`src/rtl/writeback_stage_pkg.sv`:
```
// Shared types for the writeback stage: the memory-stage trunk, the MEM/WB
// register contents and the result-select encoding.
package writeback_stage_pkg;

    localparam int WB_XLEN = 32;
    localparam int REG_AW  = 5;

    localparam logic [REG_AW-1:0] REG_X0 = '0;

    typedef enum logic [1:0] {
        RES_ALU = 2'b00,
        RES_MEM = 2'b01,
        RES_PC4 = 2'b10
    } result_sel_t;

    typedef struct packed {
        logic [WB_XLEN-1:0] ALUResult;
        logic [WB_XLEN-1:0] ReadData;
        logic [WB_XLEN-1:0] PC4;
        logic [REG_AW-1:0]  A3;
        logic               RegW;
        result_sel_t        ResultSelect;
    } Memory_Bundle;

    typedef struct packed {
        logic         valid;
        Memory_Bundle mb;
    } WB_Bundle;

    // The unused 2'b11 encoding yields zero rather than an arbitrary source.
    function automatic logic [WB_XLEN-1:0] select_result(input Memory_Bundle b);
        logic [WB_XLEN-1:0] r;
        r = '0;
        case (b.ResultSelect)
            RES_ALU: r = b.ALUResult;
            RES_MEM: r = b.ReadData;
            RES_PC4: r = b.PC4;
            default: r = '0;
        endcase
        return r;
    endfunction

endpackage

```
`src/rtl/writeback_stage_reg_file.sv`:
```
// 2-read / 1-write register file with write-first bypass, hard-zero x0 and
// asynchronous active-low clear of every entry.
module writeback_stage_reg_file #(
    parameter int XLEN  = 32,
    parameter int NREGS = 32,
    parameter int AW    = $clog2(NREGS)
) (
    input  logic            clk_i,
    input  logic            rst_ni,
    input  logic [AW-1:0]   ra1_i,
    input  logic [AW-1:0]   ra2_i,
    output logic [XLEN-1:0] rd1_o,
    output logic [XLEN-1:0] rd2_o,
    input  logic            we_i,
    input  logic [AW-1:0]   waddr_i,
    input  logic [XLEN-1:0] wdata_i
);

    logic [XLEN-1:0] mem_q [NREGS];

    // Entry 0 is cleared by reset and never written, so it stays zero.
    always_ff @(posedge clk_i or negedge rst_ni) begin
        if (!rst_ni) begin
            for (int i = 0; i < NREGS; i++) begin
                mem_q[i] <= '0;
            end
        end else if (we_i && (waddr_i != '0)) begin
            mem_q[waddr_i] <= wdata_i;
        end
    end

    always_comb begin
        rd1_o = '0;
        if (ra1_i != '0) begin
            if (we_i && (waddr_i == ra1_i)) rd1_o = wdata_i;
            else                            rd1_o = mem_q[ra1_i];
        end
    end

    always_comb begin
        rd2_o = '0;
        if (ra2_i != '0) begin
            if (we_i && (waddr_i == ra2_i)) rd2_o = wdata_i;
            else                            rd2_o = mem_q[ra2_i];
        end
    end

endmodule

```
`src/rtl/writeback_stage.sv`:
```
// Writeback stage: MEM/WB register, result select, register file and an
// optional retired-instruction counter enabled by WB_INSTRET_EN.
module writeback_stage
    import writeback_stage_pkg::*;
#(
    parameter int XLEN  = 32,
    parameter int NREGS = 32
) (
    input  logic                     clk,
    input  logic                     reset,
    input  Memory_Bundle             MB,
    input  logic                     mb_valid,
    input  logic                     stall,
    input  logic                     flush,
    input  logic [$clog2(NREGS)-1:0] ra1,
    input  logic [$clog2(NREGS)-1:0] ra2,
    output logic [XLEN-1:0]          rd1,
    output logic [XLEN-1:0]          rd2,
    output logic                     rf_we,
    output logic [$clog2(NREGS)-1:0] rf_waddr,
    output logic [XLEN-1:0]          rf_wdata,
    output logic [63:0]              instret
);

    WB_Bundle           wb_q, wb_d;
    logic [XLEN-1:0]    result;

    // Flush wins over stall; a bubble clears every field, not just valid.
    always_comb begin
        wb_d = wb_q;
        if (flush) begin
            wb_d = '0;
        end else if (!stall) begin
            wb_d.valid = mb_valid;
            wb_d.mb    = MB;
        end
    end

    always_ff @(posedge clk or negedge reset) begin
        if (!reset) wb_q <= '0;
        else        wb_q <= wb_d;
    end

    assign result   = select_result(wb_q.mb);
    assign rf_we    = wb_q.valid & wb_q.mb.RegW & (wb_q.mb.A3 != REG_X0);
    assign rf_waddr = rf_we ? wb_q.mb.A3 : '0;
    assign rf_wdata = rf_we ? result : '0;

    writeback_stage_reg_file #(
        .XLEN  (XLEN),
        .NREGS (NREGS)
    ) u_reg_file (
        .clk_i   (clk),
        .rst_ni  (reset),
        .ra1_i   (ra1),
        .ra2_i   (ra2),
        .rd1_o   (rd1),
        .rd2_o   (rd2),
        .we_i    (rf_we),
        .waddr_i (rf_waddr),
        .wdata_i (rf_wdata)
    );

`ifdef WB_INSTRET_EN
    logic [63:0] instret_q, instret_d;
    logic        retire;

    // A held instruction retires only on the edge where it leaves WB.
    assign retire = wb_q.valid & (~stall | flush);

    always_comb begin
        instret_d = instret_q;
        if (retire) instret_d = instret_q + 64'd1;
    end

    always_ff @(posedge clk or negedge reset) begin
        if (!reset) instret_q <= '0;
        else        instret_q <= instret_d;
    end

    assign instret = instret_q;
`else
    assign instret = 64'b0;
`endif

endmodule

```
`config.mk`:
```
export PLATFORM = sky130hd
export DESIGN_NAME = writeback_stage
export DESIGN_NICKNAME = d
export VERILOG_FILES = /design/src/rtl/writeback_stage_pkg.sv /design/src/rtl/writeback_stage_reg_file.sv /design/src/rtl/writeback_stage.sv
export SDC_FILE = /design/constraint.sdc
export NUM_CORES = 2
export LEC_CHECK = 0
export ABC_AREA = 1
export BUFFER_PORTS_ARGS = -buffer_cell sky130_fd_sc_hd__buf_4
export CORE_MARGIN = 3
export CORE_UTILIZATION = 32
export CTS_CLUSTER_SIZE = 10
export DETAILED_ROUTE_END_ITERATION = 10
export PLACE_DENSITY = 0.55
export SLEW_MARGIN = 20
export SYNTH_ARGS = -nofsm -noshare
export SYNTH_HDL_FRONTEND = slang
export SYNTH_SLANG_ARGS = --single-unit
```
`constraint.sdc`:
```
create_clock -name clk -period 2.31 [get_ports clk]
set_input_delay 0.231 -clock clk [delete_from_list [all_inputs] [get_ports clk]]
set_output_delay 0.231 -clock clk [all_outputs]
set_load 0.01 [all_outputs]
```
==> impl_metrics.tcl <==
set metrics [dict create \
    r2r-start "wb_q[6]" \
    routed_wl_mm 293.0 \
    cp.required_ns 2.08 \
    max_slew_margin_pct 38.17 \
    hold_depth 5 \
    finClkSkew_ns 0.02806 \
    violations "setup timing" \
    io_buffers 220 \
    wl_per_cell_um 24.52 \
    nNetsFinal 9366 \
    grt-ovfl-total 0 \
    crit_fanout 7 \
    worst_pin_slew_ns 0.9244 \
    synthesis.area_mm2 0.06293 \
    grt_pass1_vias 62680 \
    die_w_um 449.5 \
    htreeDepth 4 \
    route.detailed.drc 0 \
    die_h_um 449.5 \
    ys_types 32 \
    fmax_mhz 320.1 \
    via_per_inst 5.526 \
    min_from "flush" \
    drtIter0Drc 8086 \
    rr_endpoint "u_reg_file.mem_q[537]" \
    p_int_w 0.03470 \
    crit_buf_inv 7 \
    rr_worst_depth 13 \
    clockBufferDepth 3 \
    setup_viol 97 \
    crit_type "reg -> out" \
    worst_slack_ns -0.8141 \
    holdPathEnd "wb_q[82]" \
    grt_pass1_wl_mm 427.8 \
    first_pass_iters 9 \
    grtUsageTotal_pct 28.08 \
    rows 162 \
    antenna_found_initial 7 \
    layout-drive-gt1-share_pct 14.78 \
    mostFrequentLayoutCells "1972 x nand2_1, 1369 x nand3_1, 1259 x o21ai_0" \
    dp_hpwl_mm 182.2 \
    drv_cap 0 \
    netlist_instances 8848 \
    crit_family "buffers and inverters" \
    globalplace.congestion 0.9043 \
    seq_area_frac_synth_pct 44.89 \
    ir_worst_vdd_uv 834.9 \
    clk_latency_ns 0.81 \
    cts_tree "done" \
    outcome "finished, violations left" \
    crit_top_cell "buf_12" \
    post-route-util_pct 41.50 \
    fin_crit_sh_pct 135.2 \
    crit_chain "nand2_2 -> inv_4 -> buf_12 -> nand3_2 -> nor2_2 -> inv_1 -> nand3_2 -> nor2_4 -> buf_8 -> buf_12 -> buf_12 -> a21oi_2 -> nor2_4 -> buf_6" \
    endpoint_kind "output port" \
    setup_tns_ns -57.82 \
    rsz0062_at_grt "yes" \
    cts-root-buf "clkbuf_16" \
    final_common_cell "nand2_1" \
    core_area_mm2 0.1952 \
    ys_warn_count 0 \
    seqPwrFrac_pct 41.8 \
    synth_seq_cells 1129 \
    power_switching_w 0.01358 \
    cp-start-kind "flip-flop" \
    combPwrFrac_pct 14.1 \
    p_leak_nw 35.34 \
    drv_slew 0 \
    switching_share_pct 28.13 \
    clk_pin_slew_ns 0.05 \
    rrSetupSlack_ns 0.06 \
    syn_avg_cell_area_um2 7.112 \
    max_stage_delay_ns 0.39 \
    die_area_mm2 0.2020 \
    start_util_pct 32.24 \
    p_clk_share_pct 44.1 \
    finalCriticalPeriod_ns 3.124 \
    critical_path.slowest_cell "dfrtp_1" \
    hold_ws_ns 0.09632 \
    grt_max_degree 106 \
    synthToLayoutAreaGrowth_pct 28.71 \
    clock-sinks 1129 \
    cts_buffers 141 \
    vias 66040 \
    io_pins 285 \
    arrival_ns 2.89 \
    hold_class "in -> reg" \
    finalHoldViolCount 0 \
    p_per_area_mw_per_mm2 596.2 \
    ant_nets 0 \
]
[metrics by stage]
stage	std cells	setup slack (ns)	total power [W]	area, um^2
after detailed placement	11480	-0.3442	0.02644	71560
after global routing	11950	-0.9127	0.04974	80990
after CTS	11910	-0.8768	0.04828	79900
final	11950	-0.8141	0.04829	81000
after global placement	11480	-0.3523	0.02641	71560
after floorplan	8911	0.2415	0.02335	63170
[logic make-up (layout without fill, tap and decap cells)]
kind of cell    count (synthesis)  after routing  share of synthesized area (%)
compound gates               2274           2274                          18.31
xor+xnor                        3              3                        0.04176
buf+inv                      1472           1884                          9.617
flops                        1129           1129                          44.89
other cells                     1             68                       0.005959
simple gates                 3969           3969                          27.13
[cell type report]
cell class              count  area, um^2
flip-flops and latches   1129       28250
repair inverters            1       16.27
well taps                2624        3283
clock inverters            16       172.7
fillers                 19460      114200
inverters                 615        2623
multi-input cells        6310       30480
repair buffers           1049       12120
diodes                      4       10.01
clock buffers             203        4048
[cell usage after synthesis, drive strengths merged]
cell type	count	area (um^2)
o211ai	9	67.56
xnor2	2	17.52
nand3	1383	6994
nand2	2043	7707
buf	358	1853
nor3	3	15.01
o22ai	6	37.54
o221ai	26	227.7
nor2	532	2281
o21ai	1363	6837
conb	1	3.750
dfrtp	1129	28250
clkinv	28	105.1
nand4	8	75.07
xor2	1	8.760
a21oi	870	4354
inv	587	2203
clkbuf	499	1891
[repair_timing]
item	CTS	global route
cloned	5	3
setup buffers	58	51
hold endpoints to repair	1000	0
endpoints found under the setup margin	105	190
resized for setup	511	188
pin swaps	61	57
hold buffers	162	0
[sequential cells by signal, summed over array words and instances, names as in the netlist]
register / count
u_reg_file.mem_q: 1024
wb_q: 105
[power groups by stage]
| stage | sequential, W | clock [W] | combinational (W) |
|---|---|---|---|
| finish | 0.0202 | 0.0213 | 0.00680 |
| global route | 0.0202 | 0.0223 | 0.00725 |
| CTS | 0.0202 | 0.0216 | 0.00653 |
| detailed placement | 0.0205 | 0 | 0.00590 |
| global placement | 0.0205 | 0 | 0.00588 |
| floorplan | 0.0205 | 0 | 0.00284 |
[per-layer routing]
| metal | track usage [%] | up-vias | share of wire, % | routed length (um) |
|---|---|---|---|---|
| met1 | 37.08 | 31410 | 40 | 115700 |
| met5 | 0 | - | 0.0044 | 13 |
| met3 | 6.611 | 782 | 11 | 31820 |
| li1 | - | 29890 | - | - |
| met2 | 42.23 | 3960 | 43 | 126900 |
| met4 | 15.62 | 2 | 6.3 | 18540 |
[worst max path at each step]
| stage | end | startpoint | cells after the start |
|---|---|---|---|
| final | rd1[29] | wb_q[104] | 14 |
| after detailed placement | rd1[28] | wb_q[0] | 11 |
| after floorplan | rd2[9] | wb_q[3] | 12 |
| after CTS | rd1[5] | wb_q[6] | 11 |
| after global placement | rd1[3] | wb_q[3] | 12 |
| after global routing | rd2[14] | wb_q[104] | 16 |
[worst register-to-register path: cells and delay by family, from the launching register on]
kind / cells / cell delay [ns]
AO/OA/AOI/OAI: 1 / 0.11
flip-flops: 1 / 0.40
AND/OR/NAND/NOR: 5 / 0.73
buffers and inverters: 7 / 0.90
(Power assumes the default switching activity.)
